## src/rtl/sprite_blit_engine.sv

```systemverilog
// -----------------------------------------------------------------------------
// sprite_blit_engine
// Reader side of the sprite ROM. It accepts one rectangular draw request at a
// time and walks the sprite row-major through the ROM. For each ROM word it
// emits one framebuffer pixel slot, at a sustained rate of one pixel per clock.
//
// Ports
//   i_clock, i_reset        system clock; synchronous active-high reset
//   i_req_valid/o_req_ready draw request handshake (ready only when idle)
//   i_req_base/w/h/x/y      sprite ROM base, size and screen position
//   i_req_flip              horizontal mirror request
//   o_rom_addr / i_rom_q    registered ROM address; index returned one clock later
//   o_fb_we/i_fb_ready      pixel write handshake
//   o_fb_x/o_fb_y/o_fb_idx  pixel write payload, held while stalled
//   o_busy                  high from accept through the done cycle
//   o_done                  one-clock completion pulse
//
// Build option: define SPRITE_HFLIP_EN to enable horizontal mirroring.
// Without it, i_req_flip is accepted but ignored.
// -----------------------------------------------------------------------------
module sprite_blit_engine #(
    parameter int ADDR_W     = 18,
    parameter int IDX_W      = 5,
    parameter int DIM_W      = 9,
    parameter int FB_X_W     = 10,
    parameter int FB_Y_W     = 9,
    parameter int SCREEN_W   = 640,
    parameter int SCREEN_H   = 480,
    parameter int TRANSP_IDX = 0
) (
    input  logic              i_clock,
    input  logic              i_reset,
    input  logic              i_req_valid,
    output logic              o_req_ready,
    input  logic [ADDR_W-1:0] i_req_base,
    input  logic [DIM_W-1:0]  i_req_w,
    input  logic [DIM_W-1:0]  i_req_h,
    input  logic [FB_X_W-1:0] i_req_x,
    input  logic [FB_Y_W-1:0] i_req_y,
    input  logic              i_req_flip,
    output logic [ADDR_W-1:0] o_rom_addr,
    input  logic [IDX_W-1:0]  i_rom_q,
    output logic              o_fb_we,
    input  logic              i_fb_ready,
    output logic [FB_X_W-1:0] o_fb_x,
    output logic [FB_Y_W-1:0] o_fb_y,
    output logic [IDX_W-1:0]  o_fb_idx,
    output logic              o_busy,
    output logic              o_done
);
    localparam logic [DIM_W-1:0]  DIM_ZERO  = {DIM_W{1'b0}};
    localparam logic [DIM_W-1:0]  DIM_ONE   = {{(DIM_W-1){1'b0}}, 1'b1};
    localparam logic [FB_X_W:0]   SCR_W_L   = SCREEN_W[FB_X_W:0];
    localparam logic [FB_Y_W:0]   SCR_H_L   = SCREEN_H[FB_Y_W:0];
    localparam logic [IDX_W-1:0]  TRANSP_L  = TRANSP_IDX[IDX_W-1:0];

    typedef enum logic [1:0] {
        ST_IDLE  = 2'd0,
        ST_RUN   = 2'd1,
        ST_DRAIN = 2'd2,
        ST_DONE  = 2'd3
    } state_t;

    state_t r_state, w_state_nxt;

    // Latched request and address-walk state
    logic [DIM_W-1:0]  r_w, r_h, r_col, r_row;
    logic [FB_X_W-1:0] r_x;
    logic [FB_Y_W-1:0] r_y;
    logic [ADDR_W-1:0] r_row_base, r_rom_addr;
    // S0 tag (pixel whose address sits in r_rom_addr)
    logic              r_s0_vld, r_s0_last;
    logic [FB_X_W:0]   r_s0_x;
    logic [FB_Y_W:0]   r_s0_y;
    // S1 tag (aligned with i_rom_q) plus a capture of i_rom_q taken on the
    // first stalled edge: the ROM re-reads the held S0 address while stalled,
    // so the S1 word would otherwise be overwritten.
    logic              r_s1_vld, r_s1_last, r_s1_held;
    logic [FB_X_W:0]   r_s1_x;
    logic [FB_Y_W:0]   r_s1_y;
    logic [IDX_W-1:0]  r_s1_hold_q;
    // S2 output stage
    logic              r_fb_we, r_s2_last;
    logic [FB_X_W-1:0] r_fb_x;
    logic [FB_Y_W-1:0] r_fb_y;
    logic [IDX_W-1:0]  r_fb_idx;
    logic              r_req_ready, r_busy, r_done;

    logic              w_advance, w_accept, w_zero, w_acc_last, w_nxt_last;
    logic [DIM_W-1:0]  w_nxt_col, w_nxt_row, w_nxt_off, w_acc_off;
    logic [ADDR_W-1:0] w_nxt_row_base;
    logic [IDX_W-1:0]  w_s1_q;

    assign w_advance  = !r_fb_we || i_fb_ready;
    assign w_accept   = (r_state == ST_IDLE) && i_req_valid;
    assign w_zero     = (i_req_w == DIM_ZERO) || (i_req_h == DIM_ZERO);
    assign w_acc_last = (i_req_w == DIM_ONE) && (i_req_h == DIM_ONE);
    assign w_s1_q     = r_s1_held ? r_s1_hold_q : i_rom_q;
    assign w_nxt_last = (w_nxt_col == r_w - DIM_ONE) && (w_nxt_row == r_h - DIM_ONE);

`ifdef SPRITE_HFLIP_EN
    logic r_flip;
    // Mirrored rows read from the right edge of the stored row towards the left
    assign w_nxt_off = r_flip ? (r_w - DIM_ONE - w_nxt_col) : w_nxt_col;
    assign w_acc_off = i_req_flip ? (i_req_w - DIM_ONE) : DIM_ZERO;

    // Flip flag latched with the request
    always_ff @(posedge i_clock) begin
        if (i_reset) begin
            r_flip <= 1'b0;
        end else if (w_accept) begin
            r_flip <= i_req_flip;
        end
    end
`else
    logic w_unused_flip;
    assign w_unused_flip = i_req_flip;
    assign w_nxt_off     = w_nxt_col;
    assign w_acc_off     = DIM_ZERO;
`endif

    // Next walk position: step along the row, or wrap and add w to the row base
    always_comb begin
        w_nxt_col      = r_col + DIM_ONE;
        w_nxt_row      = r_row;
        w_nxt_row_base = r_row_base;
        if (r_col == r_w - DIM_ONE) begin
            w_nxt_col      = DIM_ZERO;
            w_nxt_row      = r_row + DIM_ONE;
            w_nxt_row_base = r_row_base + {{(ADDR_W-DIM_W){1'b0}}, r_w};
        end else begin
            w_nxt_row_base = r_row_base;
        end
    end

    // FSM next state; DRAIN ends when the tail token leaves S2
    always_comb begin
        w_state_nxt = r_state;
        case (r_state)
            ST_IDLE: begin
                if (w_accept) begin
                    w_state_nxt = w_zero ? ST_DRAIN : ST_RUN;
                end else begin
                    w_state_nxt = ST_IDLE;
                end
            end
            ST_RUN: begin
                if (w_advance && r_s0_last) begin
                    w_state_nxt = ST_DRAIN;
                end else begin
                    w_state_nxt = ST_RUN;
                end
            end
            ST_DRAIN: begin
                if (w_advance && r_s2_last) begin
                    w_state_nxt = ST_DONE;
                end else begin
                    w_state_nxt = ST_DRAIN;
                end
            end
            ST_DONE: w_state_nxt = ST_IDLE;
            default: w_state_nxt = ST_IDLE;
        endcase
    end

    // FSM state register and registered status outputs
    always_ff @(posedge i_clock) begin
        if (i_reset) begin
            r_state     <= ST_IDLE;
            r_req_ready <= 1'b1;
            r_busy      <= 1'b0;
            r_done      <= 1'b0;
        end else begin
            r_state     <= w_state_nxt;
            r_req_ready <= (w_state_nxt == ST_IDLE);
            r_busy      <= (w_state_nxt != ST_IDLE);
            r_done      <= (w_state_nxt == ST_DONE);
        end
    end

    // Three-stage pixel pipeline; every stage moves only on advance
    always_ff @(posedge i_clock) begin
        if (i_reset) begin
            r_w <= DIM_ZERO;  r_h <= DIM_ZERO;  r_col <= DIM_ZERO;  r_row <= DIM_ZERO;
            r_x <= {FB_X_W{1'b0}};  r_y <= {FB_Y_W{1'b0}};
            r_row_base <= {ADDR_W{1'b0}};  r_rom_addr <= {ADDR_W{1'b0}};
            r_s0_vld <= 1'b0;  r_s0_last <= 1'b0;
            r_s0_x <= {(FB_X_W+1){1'b0}};  r_s0_y <= {(FB_Y_W+1){1'b0}};
            r_s1_vld <= 1'b0;  r_s1_last <= 1'b0;  r_s1_held <= 1'b0;
            r_s1_x <= {(FB_X_W+1){1'b0}};  r_s1_y <= {(FB_Y_W+1){1'b0}};
            r_s1_hold_q <= {IDX_W{1'b0}};
            r_fb_we <= 1'b0;  r_s2_last <= 1'b0;
            r_fb_x <= {FB_X_W{1'b0}};  r_fb_y <= {FB_Y_W{1'b0}};  r_fb_idx <= {IDX_W{1'b0}};
        end else if (w_advance) begin
            // S2: transparent or off-screen pixels keep their slot but do not write
            r_fb_we   <= r_s1_vld && (w_s1_q != TRANSP_L) &&
                         (r_s1_x < SCR_W_L) && (r_s1_y < SCR_H_L);
            r_fb_x    <= r_s1_x[FB_X_W-1:0];
            r_fb_y    <= r_s1_y[FB_Y_W-1:0];
            r_fb_idx  <= w_s1_q;
            r_s2_last <= r_s1_last;
            // S1
            r_s1_vld  <= r_s0_vld;
            r_s1_last <= r_s0_last;
            r_s1_x    <= r_s0_x;
            r_s1_y    <= r_s0_y;
            r_s1_held <= 1'b0;
            // S0
            if (w_accept) begin
                r_w <= i_req_w;  r_h <= i_req_h;  r_x <= i_req_x;  r_y <= i_req_y;
                r_col      <= DIM_ZERO;
                r_row      <= DIM_ZERO;
                r_row_base <= i_req_base;
                r_rom_addr <= i_req_base + {{(ADDR_W-DIM_W){1'b0}}, w_acc_off};
                r_s0_x     <= {1'b0, i_req_x};
                r_s0_y     <= {1'b0, i_req_y};
                if (w_zero) begin
                    // Empty sprite: inject only the tail token straight into S1
                    r_s0_vld  <= 1'b0;
                    r_s0_last <= 1'b0;
                    r_s1_last <= 1'b1;
                end else begin
                    r_s0_vld  <= 1'b1;
                    r_s0_last <= w_acc_last;
                end
            end else if ((r_state == ST_RUN) && !r_s0_last) begin
                r_col      <= w_nxt_col;
                r_row      <= w_nxt_row;
                r_row_base <= w_nxt_row_base;
                r_rom_addr <= w_nxt_row_base + {{(ADDR_W-DIM_W){1'b0}}, w_nxt_off};
                r_s0_vld   <= 1'b1;
                r_s0_last  <= w_nxt_last;
                r_s0_x     <= {1'b0, r_x} + {{(FB_X_W+1-DIM_W){1'b0}}, w_nxt_col};
                r_s0_y     <= {1'b0, r_y} + {{(FB_Y_W+1-DIM_W){1'b0}}, w_nxt_row};
            end else begin
                r_s0_vld  <= 1'b0;
                r_s0_last <= 1'b0;
            end
        end else if (!r_s1_held) begin
            r_s1_hold_q <= i_rom_q;
            r_s1_held   <= 1'b1;
        end else begin
            r_s1_held <= 1'b1;
        end
    end

    assign o_req_ready = r_req_ready;
    assign o_busy      = r_busy;
    assign o_done      = r_done;
    assign o_rom_addr  = r_rom_addr;
    assign o_fb_we     = r_fb_we;
    assign o_fb_x      = r_fb_x;
    assign o_fb_y      = r_fb_y;
    assign o_fb_idx    = r_fb_idx;

endmodule
```

## config.mk

```make
export PLATFORM = sky130hd
export DESIGN_NAME = sprite_blit_engine
export DESIGN_NICKNAME = d
export VERILOG_FILES = /design/src/rtl/sprite_blit_engine.sv
export SDC_FILE = /design/constraint.sdc
export NUM_CORES = 1
export LEC_CHECK = 0
export CAP_MARGIN = 0
export CELL_PAD_IN_SITES_DETAIL_PLACEMENT = 1
export CELL_PAD_IN_SITES_GLOBAL_PLACEMENT = 1
export CORE_MARGIN = 3
export CORE_UTILIZATION = 44
export CTS_CLUSTER_DIAMETER = 100
export DETAILED_ROUTE_END_ITERATION = 16
export PLACE_DENSITY_LB_ADDON = 0.1
export SYNTH_ARGS = -nofsm -noshare
export SYNTH_HDL_FRONTEND = slang
export SYNTH_SLANG_ARGS = --single-unit
```

## constraint.sdc

```tcl
create_clock -name i_clock -period 7.7 [get_ports i_clock]
set_input_delay 1.54 -clock i_clock [delete_from_list [all_inputs] [get_ports i_clock]]
set_output_delay 1.54 -clock i_clock [all_outputs]
set_load 0.02 [all_outputs]
```

[Word level (Yosys, flattened, before mapping)]
Index checks and enable logic that the tools add are counted.
Cells by class
  add/sub/neg operators: 8
  $mul: 0
  divide/modulo/power cells: 0
  magnitude comparators: 2
  eq/ne operators: 9
  shift operators: 0
  multiplexer cells: 30
  bitwise gates (word level): 0
  reduce and logical (&&, ||, !) cells: 22
Operator list (number)
  $mux 18: 5
  $mux 9: 6
  $add 18x9->18: 2
  $eq 9x9->1: 3
  $mux 11: 2
  $mux 10: 2
  $add 9x1->9 const B: 2
  $eq 9x1->1 const B: 2
  $logic_not 9->1: 2
  $sub 9x1->9 const B: 2
  $add 10x9->11: 1
  $lt 11x10->1 const B: 1
  $add 9x9->10: 1
  $lt 10x9->1 const B: 1
  $mux 1: 10
  $logic_and 1x1->1: 9
  $pmux 2 s4: 1
  $eq 2x2->1 const B: 3
  $mux 2: 3
  $mux 5: 1
  $reduce_bool 5->1: 1
  $logic_not 2->1: 2
  $reduce_and 2->1: 2
  $reduce_bool 2->1: 2
  other kinds (3): 5
Storage, ports and cells
  flip-flop bits (word level): 174
  bits in latches: 0
  bits in writable memories: 0
  bits in read-only memories: 0
  input port bits: 65
  output and inout port bits: 46
  word-level logic and storage cells: 98
  memories kept: 0

[Logic depth before layout (Yosys ltp)]
Gate-level depths: netlist of run 1.
  word-level depth: 7
  depth in mapped cells: 22
  gate-level depth less buffers: 20

[Worst setup path after synthesis of run 1]
OpenSTA, ideal clock, no wires.
  path kind: flip-flop to flip-flop
  start: reg r_w[0]
  end: reg r_s0_x[9]
  library setup time: 0.095 ns
  arrival time: 4.450 ns
  data required time: 7.605 ns
  slack: 3.155 ns
  cell stages (with the launch flop): 20
  buffers on the path: 3
  clock period less this slack: 4.545 ns
  path through: dfxtp_1 inv_1 ha_1 xor3_1 nor3_1 o211ai_1 nor3_4 buf_6 buf_6 clkbuf_1 nor2_1 ha_1 nand3_1 a21oi_1 or4_4 a2111oi_4 o41ai_1 a21oi_1 xor2_1 a221oi_1
Between the ends
  longest elaborated chain between the ends: 6
RTL lines
  start: declaration: line 67  | logic [DIM_W-1:0] r_w, r_h, r_col, r_row;
  start signal: assignment: line 210  | r_w <= i_req_w; r_h <= i_req_h; r_x <= i_req_x; r_y <= i_req_y;
  $sub 9x1->9: line 127  | if (r_col == r_w - DIM_ONE) begin
  $eq 9x9->1: line 127
  $mux 9: line 127
  $add 10x9->11: line 233  | r_s0_x <= {1'b0, r_x} + {{(FB_X_W+1-DIM_W){1'b0}}, w_nxt_col};
  $mux 11: line 226  | end else if ((r_state == ST_RUN) && !r_s0_last) begin
  $mux 11: line 209  | if (w_accept) begin
  end signal: assignment: line 188  | r_s0_x <= {(FB_X_W+1){1'b0}}; r_s0_y <= {(FB_Y_W+1){1'b0}};
  end signal: assignment: line 215  | r_s0_x <= {1'b0, i_req_x};
  end signal: assignment: line 233
  end: declaration: line 73  | logic [FB_X_W:0] r_s0_x;
No other way between the ends. The select of a mux whose other input is x is not followed.
A chain may end at the register's enable or synchronous reset.

[Final worst setup path of run 1]
  start: reg r_w[0]
  end: reg r_s0_y[8]
Between the ends
  longest elaborated chain between the ends: 6
RTL lines
  $sub 9x1->9: line 127
  $eq 9x9->1: line 127
  $mux 9: line 127
  $add 9x9->10: line 234  | r_s0_y <= {1'b0, r_y} + {{(FB_Y_W+1-DIM_W){1'b0}}, w_nxt_row};
  $mux 10: line 226
  $mux 10: line 209
  end signal: assignment: line 188
  end signal: assignment: line 216  | r_s0_y <= {1'b0, i_req_y};
  end signal: assignment: line 234
  end: declaration: line 74  | logic [FB_Y_W:0] r_s0_y;
No other way between the ends. The select of a mux whose other input is x is not followed.

==> impl_metrics.tcl, run 1 <==
set metrics [dict create \
    synth.yosys.warnings 0 \
    pwr_density_cell_nw_per_um2 200.4 \
    cts.hold.buffers_added 0 \
    worstSetupPathType "flip-flop to flip-flop" \
    synth_sequential_area_ratio 0.3445 \
    finalHoldViolCount 0 \
    yosysTopAreaCellShare 0.3445 \
    grt_start_max_net_pins 76 \
    timing.critical_path.slowest_stage_cell "sky130_fd_sc_hd__nor3_4" \
    post_cts_resize_count 0 \
    globalRouteTotalUtil 0.2593 \
    num-nets-final 1483 \
    drc 0 \
    cts_tree "built" \
    net-switching-power_mw 0.7609 \
    endpoint_kind "flip-flop" \
    number_of_flops_mapped_to_enable_cells_by_yosys 0 \
    hold_path.startpoint "r_s2_last" \
    insertion_delay_ns 0.44 \
    antenna_left 0 \
    fin_worst_skew_ns 0.01405 \
    antenna_cells_inserted 0 \
    vias_per_cell 5.828 \
    final_count_of_negative_setup_slack_endpoints 0 \
    async_reset_ff_frac 0 \
    final-max-slew-violation-count 0 \
    critical_path.max_fanout 20 \
    postCtsSetupRepairBufs 0 \
    detailedRoute.firstPassIterationCount 4 \
    final_min_period_over_clock_period 0.7047 \
    vdd_drop_max_mv 0.1108 \
    seqCellArea_sq_um 3483 \
    placement.io_buffers 109 \
    worstSetupStartpoint "r_w[0]" \
    synth_unique_cells 90 \
    die_w_um 157.6 \
    worst_ep_arrival_time_ns 5.77 \
    hold_path.class "flip-flop to flip-flop" \
    crit-reg2reg-capture "r_s0_y[8]" \
    clkPwrFrac 0.382 \
    synthCells 1326 \
    setup.worst_path.start_class "flip-flop" \
    grt_remaining_overflow 0 \
    p_leak_nw 4.453 \
    syn-cell-area_sq_um 10110 \
    die_ar_sq_um 24840 \
    ys_seq_elements 174 \
    cellInternalPower_mw 1.620 \
    clock_tree.root_cell "sky130_fd_sc_hd__clkbuf_16" \
    slew_headroom 0.4001 \
    timing.rr.start "r_w[0]" \
    placementRows 54 \
    cts-root-to-sink-buffers 2 \
    layout-drive-gt1-share 0.06686 \
    path_clk_slew_ns 0.08 \
    area_delta_synth_final_pct 17.50 \
    maxClockFrequency_ghz 0.1843 \
    number_of_global_route_vias_before_repair 10170 \
    fillers 2727 \
    postRouteWirelength_mm 32.07 \
    power_switching_share 0.3196 \
    dpl_wire_length_mm 21.95 \
    numClockSinks 174 \
    detail_route.iter0.violations 478 \
    cts-buffers-inserted 17 \
    clock_tree.htree_level_count 4 \
    layout_commonest_cell "sky130_fd_sc_hd__nand2_1" \
    worstHoldEndpoint "r_s2_last" \
    reg2reg_depth 20 \
    top_ff_cell_synth "sky130_fd_sc_hd__dfxtp_1" \
    timing.reg2reg.setup_slack_ns 2.27 \
    multiInputGateArea_sq_um 6167 \
    synthDominantAreaCellType "sky130_fd_sc_hd__dfxtp_1" \
    combPwrFrac 0.194 \
    floorplan.core_area_sq_um 22230 \
    synthesis.nets 1431 \
    grt_pass1_wl_mm 51.94 \
    final_cell_mix "sky130_fd_sc_hd__nand2_1 (280), sky130_fd_sc_hd__dfxtp_1 (174), sky130_fd_sc_hd__a21oi_1 (154)" \
    period_minus_slack_ns 5.426 \
    syn_area_per_cell_sq_um 7.626 \
    num_vias 9738 \
    die-height_um 157.6 \
    power.sequential.fraction 0.423 \
    num_io_pins 111 \
    whs_path_depth 2 \
    grt_setup_unrepaired "no" \
    totalNegativeSetupSlack_ns 0 \
    timing.critical_path.cells "inv_1 -> ha_1 -> xor3_1 -> nor3_1 -> o211ai_1 -> nor3_4 -> buf_4 -> nand2_1 -> xnor2_1 -> ha_1 -> nor2b_1 -> o21ai_0 -> a21boi_0 -> o21ai_0 -> nand2b_1 -> a21o_1 -> a21oi_1 -> xnor2_1 -> nand2_1 -> a311oi_1" \
    timing_worst_slew_pin_value_ns 0.8967 \
    number_of_antenna_violations_at_the_first_check_in_global_routing 0 \
    hold_ws_ns 0.4545 \
    timing.critical_path.required_ns 8.04 \
    wl_per_cell_um 19.19 \
    synth.area.top_cells "sky130_fd_sc_hd__dfxtp_1 (34%), sky130_fd_sc_hd__nand2_1 (10%), sky130_fd_sc_hd__a21oi_1 (7.6%), sky130_fd_sc_hd__xnor2_1 (4.8%), sky130_fd_sc_hd__nor2_1 (4.8%)" \
    status "finished, final reports clean" \
    cp_slowest_stage_delay_ns 0.61 \
    initial_core_util 0.4549 \
    drv_cap 0 \
    gp_congestion 0.8647 \
]
[synthesized netlist by cell type, drive strengths merged, types with 14 or more instances]
| master | n |
|---|---|
| nand2 | 282 |
| dfxtp | 174 |
| a21oi | 155 |
| nor2 | 130 |
| clkbuf | 73 |
| xnor2 | 55 |
| o21ai | 47 |
| ha | 38 |
| xor2 | 36 |
| nor3 | 29 |
| nand3 | 26 |
| inv | 23 |
| a311oi | 18 |
| a211oi | 15 |
| buf | 15 |
| nor4 | 15 |
| a31oi | 14 |
[metrics by stage]
step	total power, mW	worst slack (ns)	cell area (sq um)	util	instances
finish	2.381	2.274	11880	0.5345	1671
global placement	1.472	2.362	11270	0.5071	1639
floorplan	1.321	3.155	10110	-	1326
global route	2.487	1.863	11880	0.5345	1671
detailed placement	1.486	2.346	11270	0.5071	1639
CTS	2.397	2.296	11880	0.5345	1671
[cell families (layout without fill, tap and decap cells)]
| group | after synthesis | in the layout | share of synthesized area |
|---|---|---|---|
| muxes | 10 | 10 | 0.01015 |
| DFF | 174 | 174 | 0.3445 |
| xor gates and xnor gates | 92 | 92 | 0.08117 |
| adders and majority gates | 42 | 42 | 0.05308 |
| AOI/OAI and AO/OA | 334 | 334 | 0.2113 |
| buffers and inverters | 112 | 177 | 0.04912 |
| and+or+nand+nor | 562 | 562 | 0.2507 |
[critical path, delay by kind of cell, from the launching register on]
family	cells	cell delay, ns
adder cells (fa/ha/maj)	2	0.62
AND/OR/NAND/NOR	6	1.34
XOR/XNOR	3	0.70
AO/OA/AOI/OAI	7	1.58
buffers and inverters	2	0.54
flip-flops	1	0.54
[per-layer routing]
| layer | track usage | routed length, um |
|---|---|---|
| met2 | 0.4683 | 16170 |
| met5 | 0 | 0 |
| met1 | 0.3166 | 14160 |
| met3 | 0.04483 | 1128 |
| met4 | 0.07521 | 620 |
[how the worst max path moves through the flow]
stage | to | slack (ns)
2_1_floorplan | r_s0_x[9] | 3.15
3_5_place_dp | o_rom_addr[7] | 2.35
4_1_cts | r_s0_y[8] | 2.30
3_3_place_gp | o_rom_addr[7] | 2.36
6_report | r_s0_y[8] | 2.27
5_1_grt | r_s0_y[8] | 1.86
[sequential cells by signal, summed over array words and instances, names as in the netlist, 2 cells and up]
| name | count |
|---|---|
| r_col | 9 |
| r_y | 9 |
| r_row | 9 |
| r_h | 9 |
| r_x | 10 |
| r_s1_hold_q | 5 |
| r_w | 9 |
| r_row_base | 18 |
| r_s0_x | 11 |
| o_rom_addr | 18 |
| r_state | 2 |
| o_fb_idx | 5 |
| o_fb_y | 9 |
| r_s1_x | 11 |
| r_s1_y | 10 |
| o_fb_x | 10 |
| r_s0_y | 10 |
[power by group through the flow]
stage | registers, mW | logic, mW | clock network, mW
floorplan | 1.03 | 0.292 | 0
global placement | 1.03 | 0.447 | 0
detailed placement | 1.03 | 0.458 | 0
CTS | 1.01 | 0.464 | 0.926
global route | 1.02 | 0.512 | 0.959
finish | 1.01 | 0.463 | 0.910
[cell type report]
class | instances | share of cell area
multi-input combinational | 1040 | 0.5191
tap | 280 | 0.02949
clock buffer | 18 | 0.03696
sequential | 174 | 0.2932
inverter | 23 | 0.007266
clock inverter | 14 | 0.01422
timing repair buffer | 122 | 0.09983
Power figures use the tool's default switching activity.
==> inputs of run 2 (changes only) <==
--- a/config.mk
+++ b/config.mk
@@ -9,7 +9,7 @@
 export CELL_PAD_IN_SITES_DETAIL_PLACEMENT = 1
 export CELL_PAD_IN_SITES_GLOBAL_PLACEMENT = 1
 export CORE_MARGIN = 3
-export CORE_UTILIZATION = 44
+export CORE_UTILIZATION = 42
 export CTS_CLUSTER_DIAMETER = 100
 export DETAILED_ROUTE_END_ITERATION = 16
 export PLACE_DENSITY_LB_ADDON = 0.1
==> constraint.sdc (replaced) <==
create_clock -name i_clock -period 5.3 [get_ports i_clock]
set_input_delay 1.06 -clock i_clock [delete_from_list [all_inputs] [get_ports i_clock]]
set_output_delay 1.06 -clock i_clock [all_outputs]
set_load 0.02 [all_outputs]
==> run 2 against run 1 <==
Net effect:
- clock power grew 46%
- non-clock buffer count grew 11
- design area grew 1.6%
- final cell count grew 3.0%
- maximum frequency grew 11%
- die area grew 4.6%
- worst hold slack lost 0.00085 ns
- clock-buffer cell count shrank 1
- critical path type unchanged
- largest cell class unchanged
- highest routed layer unchanged
==> impl_metrics.tcl, run 2 (same netlist as run 1, synthesis figures left out) <==
set metrics [dict create \
    grt_setup_unrepaired "no" \
    pwr_density_cell_nw_per_um2 288.0 \
    critical_path.max_fanout 8 \
    final_core_utilization 0.5128 \
    num-nets-final 1494 \
    stdcell_count 1721 \
    setup.worst_path.start_class "flip-flop" \
    crit_top_cell "sky130_fd_sc_hd__nor2_1" \
    cp_slowest_stage_delay_ns 0.59 \
    design_power_total_mw 3.476 \
    antenna_left 0 \
    path_clk_slew_ns 0.08 \
    maxClockFrequency_ghz 0.2049 \
    layout-drive-gt1-share 0.07489 \
    placement.cell_area_sq_um 11400 \
    die_ar_sq_um 25970 \
    dpl_wire_length_mm 22.39 \
    hold_path.class "flip-flop to flip-flop" \
    vias_per_cell 5.614 \
    insertion_delay_ns 0.44 \
    power_switching_share 0.3302 \
    net-switching-power_mw 1.148 \
    clock_tree.root_cell "sky130_fd_sc_hd__clkbuf_16" \
    final_count_of_negative_setup_slack_endpoints 0 \
    grt_remaining_overflow 0 \
    die-height_um 161.2 \
    num_io_pins 111 \
    timing.critical_path.slowest_stage_cell "sky130_fd_sc_hd__nor2_1" \
    cellInternalPower_mw 2.328 \
    p_leak_nw 4.542 \
    place.detailed.instances 1686 \
    power.sequential.fraction 0.421 \
    clkPwrFrac 0.382 \
    wl_per_cell_um 18.34 \
    timing.critical_path.required_ns 5.65 \
    drv_cap 0 \
    endpoint_kind "flip-flop" \
    fillers 2894 \
    globalRouteTotalUtil 0.2416 \
    status "finished, final reports clean" \
    combPwrFrac 0.197 \
    cts.hold.buffers_added 0 \
    floorplan.core_area_sq_um 23540 \
    placement.io_buffers 109 \
    period_minus_slack_ns 4.879 \
    grt_start_max_net_pins 67 \
    gp_congestion 0.8919 \
    die_w_um 161.2 \
    final-max-slew-violation-count 0 \
    worstSetupPathType "flip-flop to flip-flop" \
    detail_route.iter0.violations 614 \
    fin_ws_ns 0.4206 \
    num_vias 9661 \
    cts-buffers-inserted 17 \
    timing.critical_path.cells "inv_1 -> ha_1 -> nand2b_1 -> nor2_1 -> o311a_4 -> nor3_4 -> buf_4 -> buf_4 -> nor2_1 -> ha_1 -> a21oi_1 -> o21ai_0 -> nor3_1 -> nor2_1 -> inv_1 -> nor3b_2 -> nand3b_1 -> xor2_1 -> a211oi_1" \
    final_cell_mix "sky130_fd_sc_hd__nand2_1 (281), sky130_fd_sc_hd__dfxtp_1 (174), sky130_fd_sc_hd__a21oi_1 (154)" \
    antenna_cells_inserted 0 \
    number_of_global_route_vias_before_repair 9844 \
    layout_commonest_cell "sky130_fd_sc_hd__nand2_1" \
    numClockSinks 174 \
    grt_pass1_wl_mm 51.25 \
    drc 0 \
    detailedRoute.firstPassIterationCount 5 \
    placementRows 56 \
    worst_ep_arrival_time_ns 5.23 \
    fin_worst_skew_ns 0.01194 \
    hold_ws_ns 0.4537 \
    finalHoldViolCount 0 \
    clock_tree.htree_level_count 4 \
    final_min_period_over_clock_period 0.9206 \
    multiInputGateArea_sq_um 6177 \
    totalNegativeSetupSlack_ns 0 \
    vdd_drop_max_mv 0.1597 \
    number_of_antenna_violations_at_the_first_check_in_global_routing 0 \
    slew_headroom 0.4942 \
    postRouteWirelength_mm 31.57 \
    timing_worst_slew_pin_value_ns 0.7558 \
    cts-root-to-sink-buffers 2 \
    pre_cts_ws_ns 0.5636 \
    seqCellArea_sq_um 3483 \
    cts_tree "built" \
    initial_core_util 0.4295 \
    area_delta_synth_final_pct 19.38 \
    finalInstanceArea_sq_um 12070 \
]
[run 2: changes by cell type in the layout (fill, tap and decap cells not counted), sizes merged]
cell,before,now
buf,14,25
bufinv,1,0
clkbuf,18,17
clkinv,4,8
clkinvlp,2,0
[run 2: critical path: cells and delay by family (launching register included)]
| family | cells | cell delay [ns] |
|---|---|---|
| xor+xnor | 1 | 0.15 |
| buf+inv | 4 | 0.55 |
| compound gates | 4 | 1.08 |
| fa+ha+maj | 2 | 0.61 |
| flops | 1 | 0.39 |
| simple gates | 8 | 2.03 |
[run 2: what timing repair did]
action | 4_1_cts | 5_1_grt
resized for setup | 0 | 2
setup endpoints to repair | 0 | 1
setup buffers | 0 | 3
[run 2: power groups by stage]
stage / registers [mW] / clock network (mW) / logic (mW)
floorplan: 1.50 / 0 / 0.424
global placement: 1.49 / 0 / 0.666
detailed placement: 1.49 / 0 / 0.683
CTS: 1.46 / 1.36 / 0.689
global route: 1.48 / 1.41 / 0.755
finish: 1.46 / 1.33 / 0.683
[run 2: per-layer routing]
layer,share of wire,GRT usage,vias up
met5,0,0,-
met4,0.017,0.06922,0
met3,0.029,0.03283,40
met2,0.50,0.4370,149
met1,0.45,0.3003,4728
li1,-,-,4744
[run 2: path summary, 6_finish.rpt]
| kind | startpoint | end | slack, ns | cells after the start |
|---|---|---|---|---|
| min | r_s1_x[2] | r_s1_x[2] | 0.45 | 2 |
| max reg2reg | r_w[1] | o_rom_addr[16] | 0.42 | 19 |
| max | r_w[1] | o_rom_addr[16] | 0.42 | 19 |
| min reg2reg | r_s1_x[2] | r_s1_x[2] | 0.45 | 2 |
[run 2: final cells by class]
class,count,area share
clock inverters,15,0.01710
clock buffers,17,0.03524
inverters,23,0.007152
repair buffers,133,0.1072
multi-input cells,1040,0.5117
flip-flops and latches,174,0.2886
well taps,319,0.03306
==> inputs of run 3 (changes only) <==
--- a/config.mk
+++ b/config.mk
@@ -8,6 +8,7 @@
 export CAP_MARGIN = 0
 export CELL_PAD_IN_SITES_DETAIL_PLACEMENT = 1
 export CELL_PAD_IN_SITES_GLOBAL_PLACEMENT = 1
+export CORE_ASPECT_RATIO = 0.9
 export CORE_MARGIN = 3
 export CORE_UTILIZATION = 42
 export CTS_CLUSTER_DIAMETER = 100
==> run 3 against run 2 <==
Net effect:
- non-clock buffer count rose by 1
- first-iteration DRC count fell by 7.3%
- design area fell by 0.60%
- global-route usage rose by 0.79 points
- sequential share of layout area rose by 0.17 points
- clock skew fell by 0.00054 ns
==> impl_metrics.tcl, run 3 (same netlist as run 1, synthesis figures left out) <==
set metrics [dict create \
    status "finished, final reports clean" \
    worstSetupPathType "flip-flop to flip-flop" \
    cts_tree "built" \
    initial_core_util 0.4296 \
    cts.hold.buffers_added 0 \
    drc 0 \
    power_switching_share 0.3278 \
    finalHoldViolCount 0 \
    post_cts_resize_count 0 \
    wl_per_cell_um 18.91 \
    net-switching-power_mw 1.128 \
    path_clk_slew_ns 0.08 \
    drv_cap 0 \
    vdd_drop_max_mv 0.2024 \
    number_of_antenna_violations_at_the_first_check_in_global_routing 0 \
    crit-reg2reg-capture "r_s0_y[9]" \
    totalNegativeSetupSlack_ns 0 \
    cellInternalPower_mw 2.314 \
    cts-buffers-inserted 17 \
    placement.cell_area_sq_um 11400 \
    postCtsSetupRepairBufs 0 \
    clock_tree.htree_level_count 4 \
    slew_headroom 0.3506 \
    num-nets-final 1495 \
    power.sequential.fraction 0.425 \
    globalRouteTotalUtil 0.2496 \
    antenna_left 0 \
    fin_worst_skew_ns 0.01140 \
    num_io_pins 111 \
    final-max-slew-violation-count 0 \
    finalInstanceArea_sq_um 12000 \
    combPwrFrac 0.200 \
    period_minus_slack_ns 4.791 \
    final_min_period_over_clock_period 0.9040 \
    grt_setup_unrepaired "no" \
    endpoint_kind "flip-flop" \
    final_count_of_negative_setup_slack_endpoints 0 \
    whs_path_depth 2 \
    postRouteWirelength_mm 32.24 \
    setup.worst_path.start_class "flip-flop" \
    critical_path.max_fanout 13 \
    grt_remaining_overflow 0 \
    placement.io_buffers 109 \
    detail_route.iter0.violations 569 \
    gp_congestion 0.8644 \
    die_ar_sq_um 25980 \
    timing_worst_slew_pin_value_ns 0.9742 \
    insertion_delay_ns 0.44 \
    die_w_um 169.6 \
    final_core_utilization 0.5097 \
    pwr_density_cell_nw_per_um2 286.8 \
    grt_start_max_net_pins 90 \
    p_leak_nw 4.519 \
    die-height_um 153.2 \
    clock_tree.root_cell "sky130_fd_sc_hd__clkbuf_16" \
    vias_per_cell 5.683 \
    hold_ws_ns 0.4544 \
    timing.critical_path.required_ns 5.57 \
    worst_ep_arrival_time_ns 5.06 \
    clkPwrFrac 0.375 \
    reg2reg_depth 20 \
    timing.rr.start "r_w[1]" \
    placementRows 53 \
    hold_path.class "flip-flop to flip-flop" \
    final_cell_mix "sky130_fd_sc_hd__nand2_1 (281), sky130_fd_sc_hd__dfxtp_1 (174), sky130_fd_sc_hd__a21oi_1 (154)" \
    detailedRoute.firstPassIterationCount 5 \
    layout-drive-gt1-share 0.07341 \
    cts-root-to-sink-buffers 2 \
    grt_pass1_wl_mm 52.68 \
    design_power_total_mw 3.442 \
    hold_path.startpoint "r_s0_x[0]" \
    worstHoldEndpoint "r_s1_x[0]" \
    dpl_wire_length_mm 22.21 \
    numClockSinks 174 \
    number_of_global_route_vias_before_repair 10110 \
    layout_commonest_cell "sky130_fd_sc_hd__nand2_1" \
    maxClockFrequency_ghz 0.2087 \
    area_delta_synth_final_pct 18.66 \
    floorplan.core_area_sq_um 23540 \
    antenna_cells_inserted 0 \
    num_vias 9689 \
    timing.reg2reg.setup_slack_ns 0.51 \
]
==> run 3: changes by cell type in the layout (fill, tap and decap cells not counted), sizes merged <==
| cell | previous run | this run |
|---|---|---|
| buf | 25 | 26 |
| clkbuf | 17 | 18 |
| clkinv | 8 | 5 |
| inv | 30 | 32 |
==> run 3: per-layer routing <==
metal / track usage / part of all wire
met4: 0.05607 / 0.0096
met1: 0.3478 / 0.49
met2: 0.4116 / 0.47
met5: 0 / 0
met3: 0.03439 / 0.037
==> run 3: cell type report <==
type | count | area [sq um]
Inverter | 23 | 86.33
Clock inverter | 14 | 165.2
Timing Repair Buffer | 134 | 1292
Sequential cell | 174 | 3483
Multi-Input combinational cell | 1040 | 6165
Fill cell | 2908 | 11540
Tap cell | 302 | 377.9
Clock buffer | 18 | 429.2
==> run 3: worst max-delay path: stages, from the launching register on <==
cell                       delay (ns)
sky130_fd_sc_hd__dfxtp_1         0.32
sky130_fd_sc_hd__inv_1           0.14
sky130_fd_sc_hd__ha_1            0.28
sky130_fd_sc_hd__nor3b_1         0.38
sky130_fd_sc_hd__xnor2_1         0.19
sky130_fd_sc_hd__o211a_1         0.32
sky130_fd_sc_hd__nand3_1         0.32
sky130_fd_sc_hd__buf_4           0.31
sky130_fd_sc_hd__nand2_1         0.09
sky130_fd_sc_hd__nand2_1         0.14
sky130_fd_sc_hd__ha_1            0.32
sky130_fd_sc_hd__a21o_1          0.20
sky130_fd_sc_hd__a21oi_1         0.25
sky130_fd_sc_hd__o21ai_0         0.13
sky130_fd_sc_hd__a21oi_1         0.30
sky130_fd_sc_hd__o21bai_1        0.13
sky130_fd_sc_hd__a21oi_1         0.24
sky130_fd_sc_hd__nor2b_1         0.08
sky130_fd_sc_hd__o21a_1          0.16
sky130_fd_sc_hd__o21ai_0         0.21
sky130_fd_sc_hd__a21oi_1         0.12
==> run 3: power by group through the flow <==
stage	Clock [mW]	Sequential [mW]	Combinational [mW]
after floorplan	0	1.50	0.424
after global placement	0	1.49	0.667
after detailed placement	0	1.49	0.681
after CTS	1.32	1.46	0.689
after global routing	1.37	1.47	0.758
final	1.29	1.46	0.689
==> run 3: how the worst max path moves through the flow <==
stage                      start        endpoint  slack [ns]
after detailed placement  r_w[1]  o_rom_addr[17]        0.69
final                     r_w[1]       r_s0_y[9]        0.51
after CTS                 r_w[1]       r_s0_y[9]        0.59
after global placement    r_w[1]  o_rom_addr[17]        0.74
after floorplan           r_w[0]       r_s0_x[9]        0.75
after global routing      r_w[2]       r_s0_y[8]        0.22
==> run 3: through the flow <==
step | worst slack (ns) | cells
2_1_floorplan | 0.7550 | 1326
3_3_place_gp | 0.7411 | 1673
3_5_place_dp | 0.6946 | 1673
4_1_cts | 0.5919 | 1705
5_1_grt | 0.2207 | 1705
6_report | 0.5088 | 1705
